**src/rtl/rms_oled_pkg.sv**
```systemverilog
// Shared constants and helpers for the RMS OLED status screens.
package rms_oled_pkg;

  localparam logic [7:0] ASCII_SPACE = 8'h20;
  localparam logic [7:0] ASCII_ZERO  = 8'h30;
  localparam logic [7:0] ASCII_ONE   = 8'h31;
  localparam logic [7:0] ASCII_A     = 8'h41;
  localparam logic [7:0] ASCII_BANG  = 8'h21;
  localparam logic [7:0] ASCII_T     = 8'h54;
  localparam logic [7:0] ASCII_COLON = 8'h3A;
  localparam logic [7:0] ASCII_I     = 8'h49;
  localparam logic [7:0] ASCII_M     = 8'h4D;
  localparam logic [7:0] ASCII_E     = 8'h45;
  localparam logic [7:0] ASCII_P     = 8'h50;
  localparam logic [7:0] ASCII_S     = 8'h53;
  localparam logic [7:0] ASCII_W     = 8'h57;
  localparam logic [7:0] ASCII_L     = 8'h4C;

  localparam logic [7:0] COLOR_BLUE  = 8'b00000011;
  localparam logic [7:0] COLOR_RED   = 8'b11100000;
  localparam logic [7:0] COLOR_WHITE = 8'b11111111;

  function automatic int ceil_div(input int num, input int den);
    return (num + den - 1) / den;
  endfunction

endpackage

```
**src/rtl/hex_to_ASCII.sv**
```systemverilog
// Converts one nibble into its uppercase hexadecimal ASCII character.
module hex_to_ASCII
  import rms_oled_pkg::*;
(
  input  logic [3:0] i_nibble,
  output logic [7:0] o_ascii
);

  // Digit or uppercase letter selection
  always_comb begin
    o_ascii = ASCII_ZERO;
    if (i_nibble < 4'd10) begin
      o_ascii = ASCII_ZERO + {4'd0, i_nibble};
    end else begin
      o_ascii = ASCII_A + {4'd0, i_nibble} - 8'd10;
    end
  end

endmodule

```
**src/rtl/rms_status_pager.sv**
```systemverilog
// Paged RMS scheduler status screen: snapshot on frame request, render one cycle later.
module rms_status_pager
  import rms_oled_pkg::*;
#(
  parameter int NUM_TASKS     = 8,
  parameter int NUM_ASCII_COL = 12,
  parameter int NUM_ASCII_ROW = 8,
  parameter int PAGE_FRAMES   = 60,
  parameter int N_COLOR_BITS  = 8
) (
  input  logic                                 i_CLK,
  input  logic                                 i_RST,
  input  logic                                 i_frame_req,
  input  logic                                 i_page_next,
  input  logic [NUM_TASKS*32-1:0]              i_task_currentPC,
  input  logic [NUM_TASKS*32-1:0]              i_task_dffN_Q,
  input  logic [NUM_TASKS-1:0]                 i_task_period_clear,
  input  logic [NUM_TASKS-1:0]                 i_task_isComplete,
  input  logic [31:0]                          i_time,
  input  logic [3:0]                           i_task_sel,
  input  logic                                 i_task_sel_WE,
  input  logic                                 i_LCM_clear,
  output logic [NUM_ASCII_COL*NUM_ASCII_ROW*8-1:0] o_ASCII,
  output logic [N_COLOR_BITS-1:0]              o_BACKGROUND_COLOR,
  output logic [N_COLOR_BITS-1:0]              o_TEXT_COLOR,
  output logic                                 o_frame_valid,
  output logic [3:0]                           o_page
);

  localparam int TPP       = NUM_ASCII_ROW - 2;
  localparam int NUM_PAGES = ceil_div(NUM_TASKS, TPP);
  localparam int DW        = (PAGE_FRAMES > 1) ? $clog2(PAGE_FRAMES) : 1;
  localparam int RW        = NUM_ASCII_COL * 8;
  localparam int AW        = RW * NUM_ASCII_ROW;

  logic [3:0]    page_q, page_d;
  logic [DW-1:0] dwell_q, dwell_d;
  logic          adv_s;
  logic [NUM_TASKS-1:0] miss_q, miss_d;

  logic [11:0] pc_in_s  [16];
  logic [11:0] dff_in_s [16];
  logic [15:0] cmp_in_s, miss_in_s, unused_in_s;
  logic        unused_time_s;

  logic        snap_vld_q;
  logic [11:0] snap_pc_q  [16];
  logic [11:0] snap_dff_q [16];
  logic [15:0] snap_cmp_q, snap_miss_q;
  logic [11:0] snap_time_q;
  logic [3:0]  snap_sel_q, snap_page_q;
  logic        snap_we_q, snap_lcm_q;

  logic [AW-1:0]           ascii_d, ascii_q;
  logic [N_COLOR_BITS-1:0] bg_q, txt_q;
  logic                    fv_q;
  logic [3:0]              opage_q;

  // Zero-pad per-task inputs to the 16-entry maximum so rows can index freely
  for (genvar g = 0; g < 16; g++) begin : g_pad
    if (g < NUM_TASKS) begin : g_on
      assign pc_in_s[g]     = i_task_currentPC[32*g +: 12];
      assign dff_in_s[g]    = i_task_dffN_Q[32*g +: 12];
      assign cmp_in_s[g]    = i_task_isComplete[g];
      assign miss_in_s[g]   = miss_q[g];
      assign unused_in_s[g] = ^{i_task_currentPC[32*g+12 +: 20], i_task_dffN_Q[32*g+12 +: 20]};
    end else begin : g_off
      assign pc_in_s[g]     = 12'd0;
      assign dff_in_s[g]    = 12'd0;
      assign cmp_in_s[g]    = 1'b0;
      assign miss_in_s[g]   = 1'b0;
      assign unused_in_s[g] = 1'b0;
    end
  end
  assign unused_time_s = ^i_time[31:12];

  // Dwell counting and page advance; a coincident rollover and page_next advance once
  always_comb begin
    dwell_d = dwell_q;
    page_d  = page_q;
    adv_s   = 1'b0;
    if (i_frame_req) begin
      if (dwell_q == DW'(PAGE_FRAMES - 1)) begin
        dwell_d = '0;
        adv_s   = 1'b1;
      end else begin
        dwell_d = dwell_q + DW'(1);
      end
    end else begin
      dwell_d = dwell_q;
    end
    if (i_page_next) begin
      dwell_d = '0;
      adv_s   = 1'b1;
    end else begin
      adv_s   = adv_s;
    end
    if (adv_s) begin
      page_d = (page_q == 4'(NUM_PAGES - 1)) ? 4'd0 : page_q + 4'd1;
    end else begin
      page_d = page_q;
    end
  end

  // Sticky misses: a new miss beats a same-cycle hyperperiod clear
  assign miss_d = (miss_q & ~{NUM_TASKS{i_LCM_clear}}) | (i_task_period_clear & ~i_task_isComplete);

  // Paging, miss and pipeline-valid state
  always_ff @(posedge i_CLK) begin
    if (i_RST) begin
      page_q     <= 4'd0;
      dwell_q    <= '0;
      miss_q     <= '0;
      snap_vld_q <= 1'b0;
    end else begin
      page_q     <= page_d;
      dwell_q    <= dwell_d;
      miss_q     <= miss_d;
      snap_vld_q <= i_frame_req;
    end
  end

  // Coherent snapshot taken in the request cycle
  always_ff @(posedge i_CLK) begin
    if (i_RST) begin
      snap_pc_q   <= '{default: 12'd0};
      snap_dff_q  <= '{default: 12'd0};
      snap_cmp_q  <= 16'd0;
      snap_miss_q <= 16'd0;
      snap_time_q <= 12'd0;
      snap_sel_q  <= 4'd0;
      snap_page_q <= 4'd0;
      snap_we_q   <= 1'b0;
      snap_lcm_q  <= 1'b0;
    end else if (i_frame_req) begin
      snap_pc_q   <= pc_in_s;
      snap_dff_q  <= dff_in_s;
      snap_cmp_q  <= cmp_in_s;
      snap_miss_q <= miss_in_s;
      snap_time_q <= i_time[11:0];
      snap_sel_q  <= i_task_sel;
      snap_page_q <= page_q;
      snap_we_q   <= i_task_sel_WE;
      snap_lcm_q  <= i_LCM_clear;
    end
  end

  for (genvar r = 0; r < TPP; r++) begin : g_task_row
    logic [7:0] k_s;
    logic [3:0] idx_s;
    logic       on_s;
    logic [7:0] ch_s [7];
    logic [7:0] stat_s;

    assign k_s   = ({4'd0, snap_page_q} * 8'(TPP)) + 8'(r);
    assign on_s  = k_s < 8'(NUM_TASKS);
    assign idx_s = k_s[3:0];

    hex_to_ASCII u_k  (.i_nibble(idx_s),                   .o_ascii(ch_s[0]));
    hex_to_ASCII u_p2 (.i_nibble(snap_pc_q[idx_s][11:8]),  .o_ascii(ch_s[1]));
    hex_to_ASCII u_p1 (.i_nibble(snap_pc_q[idx_s][7:4]),   .o_ascii(ch_s[2]));
    hex_to_ASCII u_p0 (.i_nibble(snap_pc_q[idx_s][3:0]),   .o_ascii(ch_s[3]));
    hex_to_ASCII u_d2 (.i_nibble(snap_dff_q[idx_s][11:8]), .o_ascii(ch_s[4]));
    hex_to_ASCII u_d1 (.i_nibble(snap_dff_q[idx_s][7:4]),  .o_ascii(ch_s[5]));
    hex_to_ASCII u_d0 (.i_nibble(snap_dff_q[idx_s][3:0]),  .o_ascii(ch_s[6]));

    assign stat_s = snap_miss_q[idx_s] ? ASCII_BANG : (snap_cmp_q[idx_s] ? ASCII_ONE : ASCII_ZERO);
    assign ascii_d[AW-1-r*RW -: RW] = on_s ?
        {ASCII_T, ch_s[0], ASCII_SPACE, ch_s[1], ch_s[2], ch_s[3], ASCII_SPACE,
         ch_s[4], ch_s[5], ch_s[6], ASCII_SPACE, stat_s} :
        {NUM_ASCII_COL{ASCII_SPACE}};
  end

  logic [7:0] t2_s, t1_s, t0_s, pg_s, sel_s;
  hex_to_ASCII u_t2  (.i_nibble(snap_time_q[11:8]), .o_ascii(t2_s));
  hex_to_ASCII u_t1  (.i_nibble(snap_time_q[7:4]),  .o_ascii(t1_s));
  hex_to_ASCII u_t0  (.i_nibble(snap_time_q[3:0]),  .o_ascii(t0_s));
  hex_to_ASCII u_pg  (.i_nibble(snap_page_q),       .o_ascii(pg_s));
  hex_to_ASCII u_sel (.i_nibble(snap_sel_q),        .o_ascii(sel_s));

  assign ascii_d[AW-1-TPP*RW -: RW] =
      {ASCII_T, ASCII_I, ASCII_M, ASCII_E, ASCII_COLON, t2_s, t1_s, t0_s,
       ASCII_SPACE, ASCII_P, ASCII_COLON, pg_s};
  assign ascii_d[AW-1-(TPP+1)*RW -: RW] =
      {ASCII_S, ASCII_COLON, sel_s, ASCII_SPACE, ASCII_W, ASCII_COLON,
       (snap_we_q ? ASCII_ONE : ASCII_ZERO), ASCII_SPACE, ASCII_L, ASCII_COLON,
       (snap_lcm_q ? ASCII_ONE : ASCII_ZERO), ASCII_SPACE};

  // Render stage: publish the frame built from the snapshot
  always_ff @(posedge i_CLK) begin
    if (i_RST) begin
      ascii_q <= {(AW/8){ASCII_SPACE}};
      bg_q    <= N_COLOR_BITS'(COLOR_BLUE);
      txt_q   <= N_COLOR_BITS'(COLOR_WHITE);
      fv_q    <= 1'b0;
      opage_q <= 4'd0;
    end else begin
      fv_q <= snap_vld_q;
      if (snap_vld_q) begin
        ascii_q <= ascii_d;
        bg_q    <= (|snap_miss_q) ? N_COLOR_BITS'(COLOR_RED) : N_COLOR_BITS'(COLOR_BLUE);
        txt_q   <= N_COLOR_BITS'(COLOR_WHITE);
        opage_q <= snap_page_q;
      end
    end
  end

  assign o_ASCII            = ascii_q;
  assign o_BACKGROUND_COLOR = bg_q;
  assign o_TEXT_COLOR       = txt_q;
  assign o_frame_valid      = fv_q;
  assign o_page             = opage_q;

endmodule

```
**config.mk**
```make
export PLATFORM = sky130hd
export DESIGN_NAME = rms_status_pager
export DESIGN_NICKNAME = d
export VERILOG_FILES = /design/src/rtl/rms_oled_pkg.sv /design/src/rtl/hex_to_ASCII.sv /design/src/rtl/rms_status_pager.sv
export SDC_FILE = /design/constraint.sdc
export NUM_CORES = 1
export LEC_CHECK = 0
export CAP_MARGIN = 0
export CORE_AREA = 2 2 523 525
export DETAILED_ROUTE_END_ITERATION = 10
export DIE_AREA = 0 0 525 527
export PLACE_DENSITY_LB_ADDON = 0.08
export SLEW_MARGIN = 10
export SYNTH_ARGS = -nofsm -noshare
export SYNTH_HDL_FRONTEND = slang
export SYNTH_SLANG_ARGS = --single-unit
```
**constraint.sdc**
```tcl
create_clock -name i_CLK -period 5 [get_ports i_CLK]
set_clock_uncertainty 0.2 [all_clocks]
set_input_delay 1.5 -clock i_CLK [delete_from_list [all_inputs] [get_ports i_CLK]]
set_output_delay 1.5 -clock i_CLK [all_outputs]
set_load 0.005 [all_outputs]
```
# After elaboration in Yosys (flattened, before gate mapping)
# Index checks and enable logic that the tools add are counted.
# totals
regBits,944
inputBits,570
out_inout_bits,789
word_cells,393
# classes
addsub,148
mul,1
n_lt_le_gt_ge,65
n_eq_ne,2
mux,133
bitwise,11
reduce_logical,2
# ops
op,count
$bmux 12 s4,12
$mux 95,6
$mux 8,48
$add 7x4->8 const A,47
$sub 8x4->8 const B,47
$add 6x4->7 const A,47
$mux 12,24
$lt 4x4->1 const B,47
$bmux 1 s4,10
$lt 8x4->1 const B,5
$ge 5x5->1 const B,6
$lt 4x5->1 const B,6
$mux 5,6
$not 4->5,6
$mux 1,23
$add 7x2->8 const B,2
$add 7x3->8 const B,2
$and 8x8->8,2
$not 8->8,2
$add 7x1->8 const B,1
$or 8x8->8,1
$reduce_or 8->1,1
$lt 7x4->1 const B,1
$add 6x1->6 const B,1
8 further kinds,9

# Logic depth before layout (Yosys ltp)
# Gate-level depths: netlist of the first run.
# depth
word_depth,10
depth_mapped,16
depth_no_buf,10

# Hierarchy
# A second synthesis of the first run with hierarchy kept.
# unflattened
hier_cells,3416
area_unflattened_um2,33544.7
# by_module_without_submodules
mod,n_inst,cells_per_inst,area_each_um2,seq_area_each_um2
rms_status_pager,1,2664,28604.9,13132.6
hex_to_ASCII,47,16,105.1,0.0

# Worst setup path after synthesis of the first run
# OpenSTA, ideal clock, no wires.
# synth_path
path_kind,register to register
startpoint,reg snap_page_q[0]
endpoint,reg ascii_q[246] (netlist: o_ASCII[246])
setup_ps,117
t_arrival_ps,3392
path_slack_ps,1292
path_stages_with_launch,16
path_buffers,6
path_cell_list,dfxtp_1 buf_4 inv_2 buf_2 buf_2 ha_1 ha_1 clkbuf_2 nand2b_1 buf_1 buf_2 a2bb2oi_1 ha_1 nor2_1 o21a_1 a22o_1
# synth_via
elab_chain_cells,10
word_cells_on_any_way,13
# synth_lines
element,line,text
"start, declared",rms_status_pager.sv:51,"logic [3:0] snap_sel_q, snap_page_q;"
"start signal, assigned",rms_status_pager.sv:142,snap_page_q <= page_q;
$mul 4x2->6 (*),rms_status_pager.sv:155,"assign k_s = ({4'd0, snap_page_q} * 8'(TPP)) + 8'(r);"
$add 7x3->8 (*),rms_status_pager.sv:155,
$not 4->5 (implied by the code),rms_status_pager.sv:162,"hex_to_ASCII u_p0 (.i_nibble(snap_pc_q[idx_s][3:0]), .o_ascii(ch_s[3]));"
$bmux 12 s4,rms_status_pager.sv:162,
$mux 12 (implied by the code) (2 in a row),rms_status_pager.sv:162,
$add 7x4->8,hex_to_ASCII.sv:15,"o_ascii = ASCII_A + {4'd0, i_nibble} - 8'd10;"
$sub 8x4->8,hex_to_ASCII.sv:15,
$mux 8,hex_to_ASCII.sv:12,if (i_nibble < 4'd10) begin
$mux 95 (*),rms_status_pager.sv:168,assign ascii_d[AW-1-r*RW -: RW] = on_s ?
"end signal, assigned",rms_status_pager.sv:192,ascii_q <= {(AW/8){ASCII_SPACE}};
"end signal, assigned",rms_status_pager.sv:200,ascii_q <= ascii_d;
"end, declared",rms_status_pager.sv:54,"logic [AW-1:0] ascii_d, ascii_q;"
# Every way passes the cells marked *; elsewhere a longest branch is shown, timed or not. The select of a mux whose other input is x is not followed.
# A chain may end at the register's enable or synchronous reset.

# Worst setup path after layout of the first run
# layout_path
startpoint,reg snap_page_q[1]
endpoint,reg ascii_q[305] (netlist: o_ASCII[305])
# layout_via
elab_chain_cells,10
word_cells_on_any_way,13
# layout_lines
element,line,text
$mul 4x2->6 (*),rms_status_pager.sv:155,
$add 7x3->8 (*),rms_status_pager.sv:155,
$not 4->5 (implied by the code),rms_status_pager.sv:165,"hex_to_ASCII u_d0 (.i_nibble(snap_dff_q[idx_s][3:0]), .o_ascii(ch_s[6]));"
$bmux 12 s4,rms_status_pager.sv:165,
$mux 12 (implied by the code) (2 in a row),rms_status_pager.sv:165,
$add 7x4->8,hex_to_ASCII.sv:15,
$sub 8x4->8,hex_to_ASCII.sv:15,
$mux 8,hex_to_ASCII.sv:12,
$mux 95 (*),rms_status_pager.sv:168,
# Marked as above.

==> results of run 1 <==
-- registers in the layout (all words and copies together), names as in the netlist --
signal              flops
miss_q                  8
snap_dff_q             96
snap_pc_q              96
snap_time_q            12
o_frame_valid           1
snap_cmp_q              8
snap_sel_q              4
dwell_q                 6
snap_miss_q             8
o_ASCII               348
o_page                  4
snap_page_q             4
o_BACKGROUND_COLOR      2
snap_we_q               1
page_q                  4
snap_lcm_q              1
snap_vld_q              1
-- layout make-up --
type / count / area (sq um) / share of cell area (%)
Multi-Input combinational cell: 2477 / 16640 / 37.72
Tap cell: 3589 / 4491 / 10.18
Antenna cell: 19 / 47.55 / 0.1078
Clock buffer: 135 / 2768 / 6.274
Inverter: 28 / 106.4 / 0.2411
Clock inverter: 40 / 411.6 / 0.9332
Timing Repair Buffer: 758 / 7547 / 17.11
Sequential cell: 604 / 12100 / 27.43
-- metrics by stage --
stage / cells / instance area (sq um) / setup WS, ps
3_5_place_dp: 7456 / 40880 / 506.2
5_1_grt: 7638 / 44080 / 338.1
3_3_place_gp: 7456 / 40880 / 490.0
4_1_cts: 7631 / 44060 / 477.5
2_1_floorplan: 3746 / 33000 / 1292
6_report: 7650 / 44110 / 623.5
-- cells by family after synthesis --
family	after synthesis	synth area share, %
compound gates	604	12.99
flops	604	38.19
mux	518	19.23
simple gates	877	11.78
buf+inv	665	13.73
fa+ha+maj	63	2.513
other cells	2	0.02372
xor+xnor	55	1.545
-- power by group through the flow --
stage | logic [uW] | clock network, uW | registers [uW]
floorplan | 1430 | 0 | 5270
global placement | 2480 | 0 | 5340
detailed placement | 2470 | 0 | 5340
CTS | 2490 | 7370 | 5240
global route | 2650 | 7500 | 5270
finish | 2410 | 6980 | 5230
-- cell usage after synthesis, types with 12 or more instances --
| master | count | area (sq um) |
|---|---|---|
| dfxtp_1 | 604 | 12090 |
| buf_4 | 455 | 3416 |
| nor2_1 | 409 | 1535 |
| mux2i_1 | 363 | 3633 |
| nand2_1 | 284 | 1066 |
| o21ai_0 | 170 | 850.8 |
| a21oi_1 | 109 | 545.5 |
| clkbuf_1 | 101 | 379.1 |
| mux2_2 | 92 | 1036 |
| a22o_1 | 78 | 683.2 |
| mux4_2 | 63 | 1419 |
| ha_1 | 62 | 775.7 |
| nand2b_1 | 39 | 244.0 |
| o21a_1 | 38 | 285.3 |
| buf_2 | 35 | 175.2 |
| buf_1 | 32 | 120.1 |
| xor2_1 | 31 | 271.5 |
| a2bb2oi_1 | 30 | 262.8 |
| nand3_1 | 30 | 150.1 |
| nor2b_1 | 29 | 181.4 |
| inv_1 | 27 | 101.4 |
| a32o_1 | 26 | 260.3 |
| xnor2_1 | 23 | 201.4 |
| nor3_1 | 20 | 100.1 |
| a22oi_1 | 18 | 135.1 |
| o21ai_1 | 18 | 90.09 |
| and2_1 | 15 | 93.84 |
| o22a_1 | 14 | 122.6 |
| buf_6 | 13 | 146.4 |
| or3_1 | 13 | 81.33 |
| a211oi_1 | 12 | 90.09 |
| o211ai_1 | 12 | 90.09 |
-- routing by layer --
layer	vias up	GRT usage [%]	share of wire (%)
met5	-	0	0.062
met4	18	2.764	1.9
met1	12638	18.15	48
met2	1005	18.78	41
met3	255	4.811	8.7
li1	12289	-	-
-- worst paths after layout --
check                                                 start                         to  slack [ps]  cells past startpoint
worst max-delay path            snap_page_q[1]$_SDFFE_PP0P_  o_ASCII[305]$_SDFFE_PP0P_         620                     10
worst min-delay path              o_ASCII[216]$_SDFFE_PP0P_  o_ASCII[216]$_SDFFE_PP0P_         250                      2
worst max register to register  snap_page_q[1]$_SDFFE_PP0P_  o_ASCII[305]$_SDFFE_PP0P_         620                     10
worst min register to register    o_ASCII[216]$_SDFFE_PP0P_  o_ASCII[216]$_SDFFE_PP0P_         250                      2
-- tightest hold or removal path: stages (launching register included) --
cell     delay (ps)
dfxtp_1         300
nand2_1          50
o21ai_1          50
==> results.sh, run 1 <==
export IMPL_syn2layout_area_growth_pct=39.32
export IMPL_hpwl_mm=144.6
export IMPL_slowest_delay_ps=960
export IMPL_ys_ff_latch=604
export IMPL_layout_commonest_cell="clkdlybuf4s50_1"
export IMPL_synthFlopType="dfxtp_1"
export IMPL_fin_tns_setup_ps=0
export IMPL_drcViolationCount=0
export IMPL_cts_buffers=95
export IMPL_clk_pin_slew_ps=60
export IMPL_cts_setup_buffers=0
export IMPL_numPortBuffers=658
export IMPL_synth_area_sq_um=31660
export IMPL_worst_slew_pin_slew_ps=1199
export IMPL_start_util_pct=11.65
export IMPL_fp_dieH_microns=527
export IMPL_cts_root_buf="clkbuf_16"
export IMPL_synth_warnings=0
export IMPL_worstPathCellList="ha_1 > fa_2 > ha_1 > buf_12 > nor2_4 > buf_4 > a2bb2oi_1 > ha_1 > a22oi_1 > a22o_1"
export IMPL_first_pass_iters=5
export IMPL_layout_drive_gt1_share_pct=11.26
export IMPL_track_usage_pct=13.00
export IMPL_path_common_cell="ha_1"
export IMPL_globalplace_congestion=0.7220
export IMPL_cts_max_path_buffers=3
export IMPL_ys_seq_area_share_pct=38.19
export IMPL_worstPathRequired_ps=5480
export IMPL_ctsHoldBuffers=0
export IMPL_max_freq_mhz=228.5
export IMPL_layout_common_cells="clkdlybuf4s50_1 (656), dfxtp_1 (601), nor2_1 (405)"
export IMPL_yosysUniqueCellTypes=72
export IMPL_critical_path_top_delay_family="adder cells"
export IMPL_critPathLaunchType="flop"
export IMPL_num_rows=192
export IMPL_die_area_sq_um=276700
export IMPL_relSlewSlack_pct=19.79
export IMPL_synth_cells=3388
export IMPL_cts_tree="done"
export IMPL_slowest_stage="a2bb2oi_1"
export IMPL_fin_hold_ws_ps=246.5
export IMPL_p_comb_share_pct=16.5
export IMPL_nets=4597
export IMPL_critPathMaxFanout=19
export IMPL_status="finished, final reports clean"
export IMPL_rsz0062_at_grt="false"
export IMPL_final_hold_viol_count=0
export IMPL_switchingPower_uw=4464
export IMPL_netSwitchingFraction_pct=30.52
export IMPL_finalSetupViolCount=0
export IMPL_grt_pass1_wl_mm=244.4
export IMPL_drt_iter0_drc=1318
export IMPL_wire_per_inst_microns=24.35
export IMPL_ir_worst_vdd_v=0.0002285
export IMPL_synthArstFlopShare_pct=0
export IMPL_clkPwrFrac_pct=47.7
export IMPL_ios=1359
export IMPL_finalCriticalPeriod_ps=4376
export IMPL_period_share_pct=87.53
export IMPL_report_final_slew_viol_count=0
export IMPL_postSynthAreaPerCell_sq_um=9.345
export IMPL_maxCapViolCount=0
export IMPL_static_leakage_power_uw=0.01663
export IMPL_cp_num_buf_inv=2
export IMPL_ctsResizeCount=0
export IMPL_design_core_area_sq_um=271700
export IMPL_drt_vias_per_instance=3.425
export IMPL_final_core_util_pct=16.23
export IMPL_drt_total_wl_mm=186.3
export IMPL_postRouteAntennaNets=0
export IMPL_synth_edf_count=0
export IMPL_critical_path_endpoint_type="flop"
export IMPL_p_int_uw=10160
export IMPL_seqPwrFrac_pct=35.8
export IMPL_arrival_ps=4860
export IMPL_via_count=26205
export IMPL_grt_start_max_net_pins=147
export IMPL_cts_sinks=604
export IMPL_nFillCells=30411
export IMPL_insertion_delay_ps=730
export IMPL_htreeDepth=3
export IMPL_hold_class="reg -> reg"
export IMPL_powerDensity_nw_per_um2=331.5
export IMPL_antenna_found_initial=85
export IMPL_overflow=0
export IMPL_grt_pass1_vias=25179
export IMPL_worstSetupPathType="reg -> reg"
export IMPL_power_total_uw=14620
export IMPL_die_w_microns=525
No activity file was read; power rests on OpenSTA's default activity.
==> run 2, diff against run 1 <==
--- a/config.mk
+++ b/config.mk
@@ -7,6 +7,7 @@
 export LEC_CHECK = 0
 export CAP_MARGIN = 0
 export CORE_AREA = 2 2 523 525
+export CTS_CLUSTER_DIAMETER = 50
 export DETAILED_ROUTE_END_ITERATION = 10
 export DIE_AREA = 0 0 525 527
 export PLACE_DENSITY_LB_ADDON = 0.08
==> run 2 against run 1 <==
Clock-buffer cell count increased by 71. Die area is the same. Cell count increased by 1.4%.
==> results.sh, run 2 (synthesized netlist as in run 1, its figures left out) <==
export IMPL_finalSetupViolCount=0
export IMPL_overflow=0
export IMPL_start_util_pct=11.65
export IMPL_die_area_sq_um=276700
export IMPL_clk_pin_slew_ps=50
export IMPL_cts_buffers=154
export IMPL_num_rows=192
export IMPL_worstSetupEndpoint="o_ASCII[305]$_SDFFE_PP0P_"
export IMPL_die_w_microns=525
export IMPL_hpwl_mm=144.6
export IMPL_nets=4656
export IMPL_max_freq_mhz=228.3
export IMPL_critPathLaunchType="flop"
export IMPL_numPortBuffers=658
export IMPL_powerDensity_nw_per_um2=394.3
export IMPL_static_leakage_power_uw=0.01772
export IMPL_timing_rr_start="snap_page_q[1]$_SDFFE_PP0P_"
export IMPL_largest_reg_flops=348
export IMPL_critical_path_endpoint_type="flop"
export IMPL_startpoint="snap_page_q[1]$_SDFFE_PP0P_"
export IMPL_cts_root_buf="clkbuf_16"
export IMPL_critPathMaxFanout=19
export IMPL_track_usage_pct=13.04
export IMPL_fin_tns_setup_ps=0
export IMPL_multiInputGateArea_sq_um=16640
export IMPL_drt_iter0_drc=1311
export IMPL_grt_pass1_wl_mm=245.4
export IMPL_nFillCells=30248
export IMPL_layout_commonest_cell="clkdlybuf4s50_1"
export IMPL_status="finished, final reports clean"
export IMPL_grt_pass1_vias=25760
export IMPL_antenna_found_initial=84
export IMPL_drcViolationCount=0
export IMPL_design_core_area_sq_um=271700
export IMPL_insertion_delay_ps=780
export IMPL_ctsResizeCount=0
export IMPL_worstPathRequired_ps=5510
export IMPL_cts_setup_buffers=0
export IMPL_final_core_util_pct=17.08
export IMPL_fin_ws_ps=620.2
export IMPL_reg2reg_slack_ps=620
export IMPL_report_final_slew_viol_count=0
export IMPL_ir_worst_vdd_v=0.0003092
export IMPL_pre_cts_slack_ps=506.2
export IMPL_drt_total_wl_mm=186.4
export IMPL_cts_tree="done"
export IMPL_rsz0062_at_grt="false"
export IMPL_drt_vias_per_instance=3.429
export IMPL_maxCapViolCount=0
export IMPL_arrival_ps=4890
export IMPL_layout_common_cells="clkdlybuf4s50_1 (656), dfxtp_1 (601), nor2_1 (405)"
export IMPL_period_share_pct=87.60
export IMPL_r2r_cells=10
export IMPL_final_hold_viol_count=0
export IMPL_first_pass_iters=7
export IMPL_ctsHoldBuffers=0
export IMPL_wire_per_inst_microns=24.03
export IMPL_hold_class="reg -> reg"
export IMPL_r2r_end="o_ASCII[305]$_SDFFE_PP0P_"
export IMPL_worst_slew_pin_slew_ps=1216
export IMPL_worstSetupPathType="reg -> reg"
export IMPL_postRouteAntennaNets=0
export IMPL_htreeDepth=4
export IMPL_finalCriticalPeriod_ps=4380
export IMPL_via_count=26606
export IMPL_fp_dieH_microns=527
export IMPL_ios=1359
export IMPL_globalplace_congestion=0.7220
export IMPL_cts_max_path_buffers=3
export IMPL_syn2layout_area_growth_pct=46.58
export IMPL_layout_drive_gt1_share_pct=13.33
export IMPL_relSlewSlack_pct=18.59
export IMPL_regArea_sq_um=12100
export IMPL_grt_start_max_net_pins=147
export IMPL_cts_sinks=604
run 2: cell count changes in the layout (fill, tap and decap cells not counted):
cell        change
clkinv_2        +3
inv_6           -1
clkinv_4        +8
inv_16          -1
clkinv_16       +2
bufinv_16      +15
clkbuf_16      +64
clkinv_8        +4
diode_2         +3
clkinvlp_4      +4
clkbuf_1        +7
run 2: worst min-delay path by stage:
stage | startpoint | endpoint | slack [ps] | cells after the start
2_1_floorplan | o_ASCII[565]$_SDFFE_PP1P_ | o_ASCII[565]$_SDFFE_PP1P_ | 240 | 1
3_3_place_gp | o_ASCII[344]$_SDFFE_PP0P_ | o_ASCII[344]$_SDFFE_PP0P_ | 240 | 2
3_5_place_dp | o_ASCII[216]$_SDFFE_PP0P_ | o_ASCII[216]$_SDFFE_PP0P_ | 240 | 2
4_1_cts | o_ASCII[216]$_SDFFE_PP0P_ | o_ASCII[216]$_SDFFE_PP0P_ | 250 | 2
5_1_grt | o_ASCII[602]$_SDFFE_PP0P_ | o_ASCII[602]$_SDFFE_PP0P_ | 270 | 2
6_report | o_ASCII[216]$_SDFFE_PP0P_ | o_ASCII[216]$_SDFFE_PP0P_ | 250 | 2
run 2: area by class of cell:
type | count | share of cell area (%)
well taps | 3589 | 9.676
repair buffers | 758 | 16.26
diodes | 22 | 0.1186
multi-input cells | 2477 | 35.85
flip-flops and latches | 604 | 26.07
inverters | 28 | 0.2292
clock buffers | 206 | 9.472
clock inverters | 74 | 2.313
run 2: report_power, final:
| part | switching [uW] | leakage (uW) | internal [uW] |
|---|---|---|---|
| sequential | 201 | 0.00494 | 5050 |
| combinational | 1400 | 0.0101 | 1010 |
| clock | 3460 | 0.00266 | 7180 |
| total | 5060 | 0.0177 | 13200 |
run 2: per-stage QoR:
step                      power, uW  cells  hold slack (ps)  instance area, sq um
after floorplan                6701   3746            239.7                 33000
after global placement         7819   7456            241.5                 40880
after detailed placement       7815   7456            242.5                 40880
after CTS                     18810   7736            248.9                 46350
after global routing          19190   7740            273.4                 46360
final                         18300   7758            248.8                 46410
run 2: critical path, stage by stage, from the launching register on:
cell	delay, ps
dfxtp_1	500
ha_1	270
fa_2	520
ha_1	410
buf_12	240
nor2_4	50
buf_4	240
a2bb2oi_1	970
ha_1	390
a22oi_1	320
a22o_1	180
run 2: routing by layer:
layer  wire length (microns)  GRT usage, %  up-vias
met5                     126             0        -
met2                   76490         18.84     1052
met1                   90140         18.03    12812
met3                   16500         5.252      273
met4                    3156         2.569       18
li1                        -             -    12451
